===== src/rtl/interboard_receiver.sv =====
// rtl/interboard_receiver.sv - two-beat 4-phase handshake receiver for peer board messages
module interboard_receiver #(
    parameter int       SYNC_STAGES    = 2,
    parameter int       TIMEOUT_CYCLES = 1_000_000,
    parameter logic [2:0] RST_TYPE     = 3'b111
) (
    input  logic       clk,
    input  logic       rst,
    input  logic       Request_in,
    input  logic [5:0] inter_data_in,
    output logic       Ack_out,
    output logic       interboard_en,
    output logic [2:0] interboard_msg_type,
    output logic [4:0] interboard_number,
    output logic       interboard_rst,
    output logic       busy,
    output logic       frame_err
);

    localparam int CW = $clog2(TIMEOUT_CYCLES + 1);
    localparam logic [CW-1:0] T_LAST = CW'(TIMEOUT_CYCLES - 1);

    typedef enum logic [2:0] {IDLE, ACK0, WAIT1, ACK1, EMIT} state_t;

    state_t                 state, next_state;
    logic [SYNC_STAGES-1:0] sync_r;
    logic                   req_s;
    logic [CW-1:0]          tcnt;
    logic [2:0]             type_r, type_d;
    logic [4:0]             num_r, num_d;
    logic                   bad_r, bad_d;
    logic                   need_low, low_d;
    logic                   ack_d, err_d, en_d, rst_d, timeout;
    logic [2:0]             mt_d;
    logic [4:0]             nb_d;

    assign req_s = sync_r[SYNC_STAGES-1];
    assign busy  = (state != IDLE);

    always_comb begin
        next_state = state;
        ack_d      = Ack_out;
        type_d     = type_r;
        num_d      = num_r;
        bad_d      = bad_r;
        err_d      = frame_err;
        low_d      = need_low;
        en_d       = 1'b0;
        rst_d      = 1'b0;
        mt_d       = interboard_msg_type;
        nb_d       = interboard_number;
        timeout    = (state == ACK0 || state == WAIT1 || state == ACK1) && (tcnt == T_LAST);
        if (!req_s) low_d = 1'b0;
        case (state)
            IDLE: begin
                // A request that outlived a timeout must drop before it can start a new message
                if (req_s && !need_low) begin
                    type_d     = inter_data_in[5:3];
                    bad_d      = (inter_data_in[2:0] != 3'b000);
                    err_d      = frame_err | bad_d;
                    ack_d      = 1'b1;
                    next_state = ACK0;
                end
            end
            ACK0: begin
                if (!req_s) begin
                    ack_d      = 1'b0;
                    next_state = bad_r ? IDLE : WAIT1;
                end
            end
            WAIT1: begin
                if (req_s) begin
                    num_d      = inter_data_in[4:0];
                    bad_d      = inter_data_in[5];
                    err_d      = frame_err | bad_d;
                    ack_d      = 1'b1;
                    next_state = ACK1;
                end
            end
            ACK1: begin
                if (!req_s) begin
                    ack_d      = 1'b0;
                    next_state = bad_r ? IDLE : EMIT;
                end
            end
            EMIT: begin
                en_d       = 1'b1;
                rst_d      = (type_r == RST_TYPE);
                mt_d       = type_r;
                nb_d       = num_r;
                next_state = IDLE;
            end
            default: next_state = IDLE;
        endcase
        // A beat completing on the same edge wins over the timeout
        if (timeout && next_state == state) begin
            next_state = IDLE;
            ack_d      = 1'b0;
            err_d      = 1'b1;
            low_d      = 1'b1;
        end
    end

    always_ff @(posedge clk) begin
        if (rst) begin
            state               <= IDLE;
            sync_r              <= '0;
            tcnt                <= '0;
            type_r              <= '0;
            num_r               <= '0;
            bad_r               <= 1'b0;
            need_low            <= 1'b0;
            Ack_out             <= 1'b0;
            frame_err           <= 1'b0;
            interboard_en       <= 1'b0;
            interboard_rst      <= 1'b0;
            interboard_msg_type <= '0;
            interboard_number   <= '0;
        end else begin
            state               <= next_state;
            sync_r              <= {sync_r[SYNC_STAGES-2:0], Request_in};
            if (next_state != state || state == IDLE || state == EMIT)
                tcnt <= '0;
            else
                tcnt <= tcnt + 1'b1;
            type_r              <= type_d;
            num_r               <= num_d;
            bad_r               <= bad_d;
            need_low            <= low_d;
            Ack_out             <= ack_d;
            frame_err           <= err_d;
            interboard_en       <= en_d;
            interboard_rst      <= rst_d;
            interboard_msg_type <= mt_d;
            interboard_number   <= nb_d;
        end
    end

endmodule


===== config.mk =====
export PLATFORM = sky130hd
export DESIGN_NAME = interboard_receiver
export DESIGN_NICKNAME = d
export VERILOG_FILES = /design/src/rtl/interboard_receiver.sv
export SDC_FILE = /design/constraint.sdc
export NUM_CORES = 1
export LEC_CHECK = 0
export BUFFER_PORTS_ARGS = -buffer_cell sky130_fd_sc_hd__buf_2
export CAP_MARGIN = 10
export CORE_ASPECT_RATIO = 0.7
export CORE_MARGIN = 3
export CORE_UTILIZATION = 61
export CTS_CLUSTER_DIAMETER = 60
export CTS_CLUSTER_SIZE = 14
export DETAILED_ROUTE_END_ITERATION = 10
export HOLD_SLACK_MARGIN = 0.03
export PLACE_DENSITY_LB_ADDON = 0.3
export SLEW_MARGIN = 20
export SYNTH_ARGS = -nofsm -noshare
export SYNTH_HDL_FRONTEND = slang
export SYNTH_SLANG_ARGS = --single-unit

===== constraint.sdc =====
create_clock -name clk -period 2.8 [get_ports clk]
set_input_delay 0.56 -clock clk [delete_from_list [all_inputs] [get_ports clk]]
set_output_delay 0.56 -clock clk [all_outputs]
set_load 0.03 [all_outputs]

# Word-level counts from Yosys, hierarchy flattened
# Cells that the tools add are included.
# Widths: inputs -> output; s select.
dict set report totals {
  regBits 47
  latch_bits 0
  ram_bits 0
  mem_bits_ro 0
  inputBits 9
  out_inout_bits 13
  wordCells 75
  memories 0
}
dict set report classes {
  n_addsub 1
  multipliers 0
  div_mod_pow 0
  order_cmp 0
  n_eq_ne 14
  n_shift 0
  n_mux 21
  n_bitwise 3
  reduce_logical 23
}
# operator count
set ops {}
lappend ops {{$add 20x1->20 const B} 1}
lappend ops {{$eq 20x20->1 const B} 1}
lappend ops {{$mux 3} 6}
lappend ops {{$pmux 3 s4} 1}
lappend ops {{$reduce_bool 3->1} 4}
lappend ops {{$mux 1} 10}
lappend ops {{$reduce_or 2->1} 4}
lappend ops {{$eq 3x2->1 const B} 2}
lappend ops {{$eq 3x3->1 const B} 2}
lappend ops {{$ne 2x2->1 const B} 3}
lappend ops {{$reduce_and 3->1} 2}
lappend ops {{$logic_or 1x1->1} 4}
lappend ops {{$pmux 1 s2} 2}
lappend ops {{$reduce_and 2->1} 2}
lappend ops {{$reduce_and 4->1} 1}
lappend ops {{$eq 3x1->1 const B} 1}
lappend ops {{$eq 3x3->1} 1}
lappend ops {{$logic_and 1x1->1} 3}
lappend ops {{$logic_not 3->1} 1}
lappend ops {{$ne 3x2->1 const B} 1}
lappend ops {{$ne 3x3->1} 1}
lappend ops {{$ne 3x3->1 const B} 1}
lappend ops {{$pmux 1 s3} 1}
lappend ops {{$mux 2} 1}
lappend ops {{5 further kinds} 6}

# Logic depth before layout (Yosys ltp)
dict set report depth {
  word_depth 11
  ltp_mapped 6
  mapped_depth_nobuf 5
}

# Worst setup path before layout
# Ideal clock, no wire load.
dict set report synth_path {
  path_type {flip-flop to flip-flop}
  startpoint {register tcnt[0]}
  endpoint {register tcnt[10]}
  t_arrival_ps 1519
  t_required_ps 2683
  setup_slack_ps 1164
  stages_incl_launch_ff 7
  path_buffers 1
  period_less_slack_ps 1636
  cell_sequence {dfxtp_1 > ha_1 > and2_1 > nand4_1 > o21ai_2 > buf_2 > nor2_1}
}
dict set report synth_between {
  elab_chain_len 8
}
# item line
set synth_rtl {}
lappend synth_rtl {{start, declared} 28} ;# logic [CW-1:0] tcnt;
lappend synth_rtl {{start signal, assigned} 125} ;# tcnt <= tcnt + 1'b1;
lappend synth_rtl {{$eq 20x20->1} 52} ;# timeout = (state == ACK0 || state == WAIT1 || state == ACK1) && (tcnt == T_LAST);
lappend synth_rtl {{$logic_and 1x1->1} 52}
lappend synth_rtl {{$logic_and 1x1->1} 96} ;# if (timeout && next_state == state) begin
lappend synth_rtl {{$mux 3} 96}
lappend synth_rtl {{$ne 3x3->1} 122} ;# if (next_state != state || state == IDLE || state == EMIT)
lappend synth_rtl {{$logic_or 1x1->1 (2 in a row)} 122}
lappend synth_rtl {{$reduce_or 2->1 (no source line)} -}
# Parallel ways exist; a longest one is shown, timed or not.
# A chain may end at the register's enable or synchronous reset.

# Worst setup path after layout
dict set report layout_path {
  startpoint {register tcnt[0]}
  endpoint {register tcnt[2]}
}
# The elaborated chain is that of the path after synthesis.

==> run summary <==
Status: complete, no violations
Combinational group share of total power: 0.032
Startpoint Class: flip-flop
Worst skew pair latency: 0.31 ns
Post-synthesis mux area share: 0.08635
Antenna-violating nets left: 0
Total Routing Usage GR: 0.2303
Leading area contributor after synthesis: dfxtp_1
CTS tree: yes
Via count: 1,606
P_leak: 0.7836 nW
Initial detailed-routing violation count: 148
EDFF count, synth: 0
Worst-path maximum fanout: 19
Share of layout cells above drive strength 1: 0.1645
Setup CP Type: reg2reg
Worst Hold Class: reg2reg
First drt pass iteration count: 5
Hold buffer count at cts: 0
DRT Wirelength: 4131 um
PD cells: 552.2 nW/um^2
Root Driver: clkbuf_8
Hold Path Depth: 1
Die width: 73.94 um
WP depth: 5
Clock H-tree levels: 2
Clock-pin slew on the worst setup and hold paths: 0.09 ns
Critical path's largest stage delay: 0.68 ns
Combinational family with the most area after synthesis: simple AND/OR/NAND/NOR gates
Post-Synth Simple-Gate Area: 0.2679
Synth Register Bits: 47
Vias in the first global route: 1,487
CP Cell Sequence: ha_1, and2_1, nand4_1, o21ai_2, nor2_1
Max-Cap Viols: 0
First-pass GRT wire length: 6775 um
Antenna diodes: 0
Share of the synthesized area in the top cell type: 0.4775
# nets final: 240
Routability cong.: 0.8721
Post_cts resized: 0
DR WL/cell: 15.47 um
Clock sink count: 47
Pin count of the biggest net entering global routing: 22
Num CTS Buffers: 5
Post-synthesis sequential area ratio: 0.4775
Initial cell density of the core: 0.6696
Netlist cell types: 43
DRC Markers: 0
Tmin final: 2.031 ns
Synth Net Count: 219
CP Data Required Time: 2.96 ns
Grt total ovfl: 0
Initial antenna violation count: 0
Worst-Margin Slew: 0.8232 ns
Crit path arrival time: 2.19 ns
Design area: 2203 sq um
Clock Path Buffers: 2
Sequential fraction of design power: 0.559
Peak VDD IR: 412.3 uV
Final cell utilization of the core: 0.7487
Largest cells by area after synthesis: dfxtp_1, mux2i_1, nor2_1, xor2_1, nand4_1
Hold Violations, Final: 0
Total power: 1.217 mW
RSZ-0062 raised after global routing: no
DR vias/cell: 6.015
Fillers: 200
Number of buffers and inverters on the critical path: 0
Max Fclk: 0.4925 GHz
Die Area: 3960 sq um
Final clock skew: 0.007587 ns
Compound-Gate Fraction of Synth Area: 0.07302
Critical Path Sink Type: flip-flop
Number of buffers added on ports: 21
Crit-path slowest cell: o21ai_2
Setup bufs post-CTS: 0
Core area: 2943 sq um
Final Cycle Share: 0.7252
Warning count from the yosys run: 0
Clock network power share: 0.409
Fin Setup TNS: 0 ns
Placed Area: 2091 sq um
Post-DP HPWL: 3047 um
Max Transition Viols Final: 0
Netlist Area Pre-Place: 1971 sq um
Top FF cell, synth: dfxtp_1
Syn-to-layout area delta: 11.81%
Syn_area_per_cell: 9.429 sq um
Slew headroom: 0.4511
Net Sw Frac: 0.2151
Final number of setup-violating endpoints: 0
Fraction of registers with async set/reset: 0
Synth Area in XOR/XNOR: 0.06222
Num ports: 22
Adder-Cell Fraction of Synth Area: 0.006349
Psw: 0.2617 mW
Top delay family on crit path: compound AO/OA/AOI/OAI gates
Die height: 53.56 um
Syn Inst Count: 209
Num rows: 16
P_int: 0.9551 mW
Worst-case reg-to-reg path depth: 5
==> Yosys cell counts (all sizes together) (4+ instances only) <==
cell type and instances:
xor2 8, and2 5, nor4 8, clkbuf 4, a21oi 4, nor2 36, inv 6, nand3 6
and4 4, mux2i 17, dfxtp 47, nand4 9, xnor2 6, nand2 9, or3 4, o21ai 4
nor3 5
==> routing by layer <==
metal	track usage	vias up	routed length, um
met5	0	-	0
met4	0.1054	0	59
met3	0.05224	8	325
met2	0.3544	68	1785
met1	0.3102	753	1960
li1	-	777	-
==> stage by stage <==
stage	instances	setup slack, ns	hold WS, ns
final	267	0.7695	0.4476
after global routing	267	0.6198	0.4590
after CTS	267	0.8074	0.4439
after detailed placement	259	0.8264	0.4228
after global placement	259	0.9431	0.4166
after floorplan	209	1.164	0.4138
==> layout make-up <==
| type | count | area [sq um] | share of cell area |
|---|---|---|---|
| clock buffer | 5 | 68.82 | 0.03123 |
| multi-input combinational | 149 | 977.2 | 0.4435 |
| tap | 36 | 45.04 | 0.02044 |
| clock inverter | 3 | 43.79 | 0.01988 |
| inverter | 6 | 22.52 | 0.01022 |
| timing repair buffer | 21 | 105.1 | 0.04770 |
| sequential | 47 | 940.9 | 0.4270 |
==> registers in the layout (all words and copies together), names as in the netlist <==
name and count:
tcnt 20, interboard_number 5, num_r 5, interboard_msg_type 3, state 3, type_r 3
sync_r 2, Ack_out 1, bad_r 1, frame_err 1, interboard_en 1, interboard_rst 1
need_low 1
==> power by group through the flow <==
stage                     clock network (mW)  logic, mW  registers (mW)
after floorplan                            0     0.0233           0.697
after CTS                              0.507     0.0387           0.680
after global placement                     0     0.0365           0.695
final                                  0.497     0.0390           0.681
after detailed placement                   0     0.0384           0.696
after global routing                   0.525     0.0423           0.682
==> worst register-to-register path, delay by kind of cell (launching register included) <==
| family | cells | cell delay (ns) |
|---|---|---|
| adders and majority gates | 1 | 0.33 |
| DFF | 1 | 0.41 |
| AOI/OAI and AO/OA | 1 | 0.68 |
| and+or+nand+nor | 3 | 0.48 |
==> cell usage in the layout, fill, tap and decap left out, types with 6 or more instances in the layout <==
master / instances
dfxtp_1: 47
buf_2: 21
nor2_1: 36
nand4_1: 9
nand2_1: 9
nor4_1: 7
xnor2_1: 6
mux2i_1: 17
xor2_1: 8
==> final timing paths <==
| check | from | to | slack, ns |
|---|---|---|---|
| min | sync_r[0] | sync_r[1] | 0.45 |
| min reg2reg | sync_r[0] | sync_r[1] | 0.45 |
| max | tcnt[0] | tcnt[2] | 0.77 |
| max reg2reg | tcnt[0] | tcnt[2] | 0.77 |
==> kinds of logic after synthesis <==
group / count (synthesis)
AOI/OAI and AO/OA: 20
buffers and inverters: 13
and+or+nand+nor: 97
adders and majority gates: 1
DFF: 47
muxes: 17
xor gates and xnor gates: 14
No activity file was read; power rests on OpenSTA's default activity.
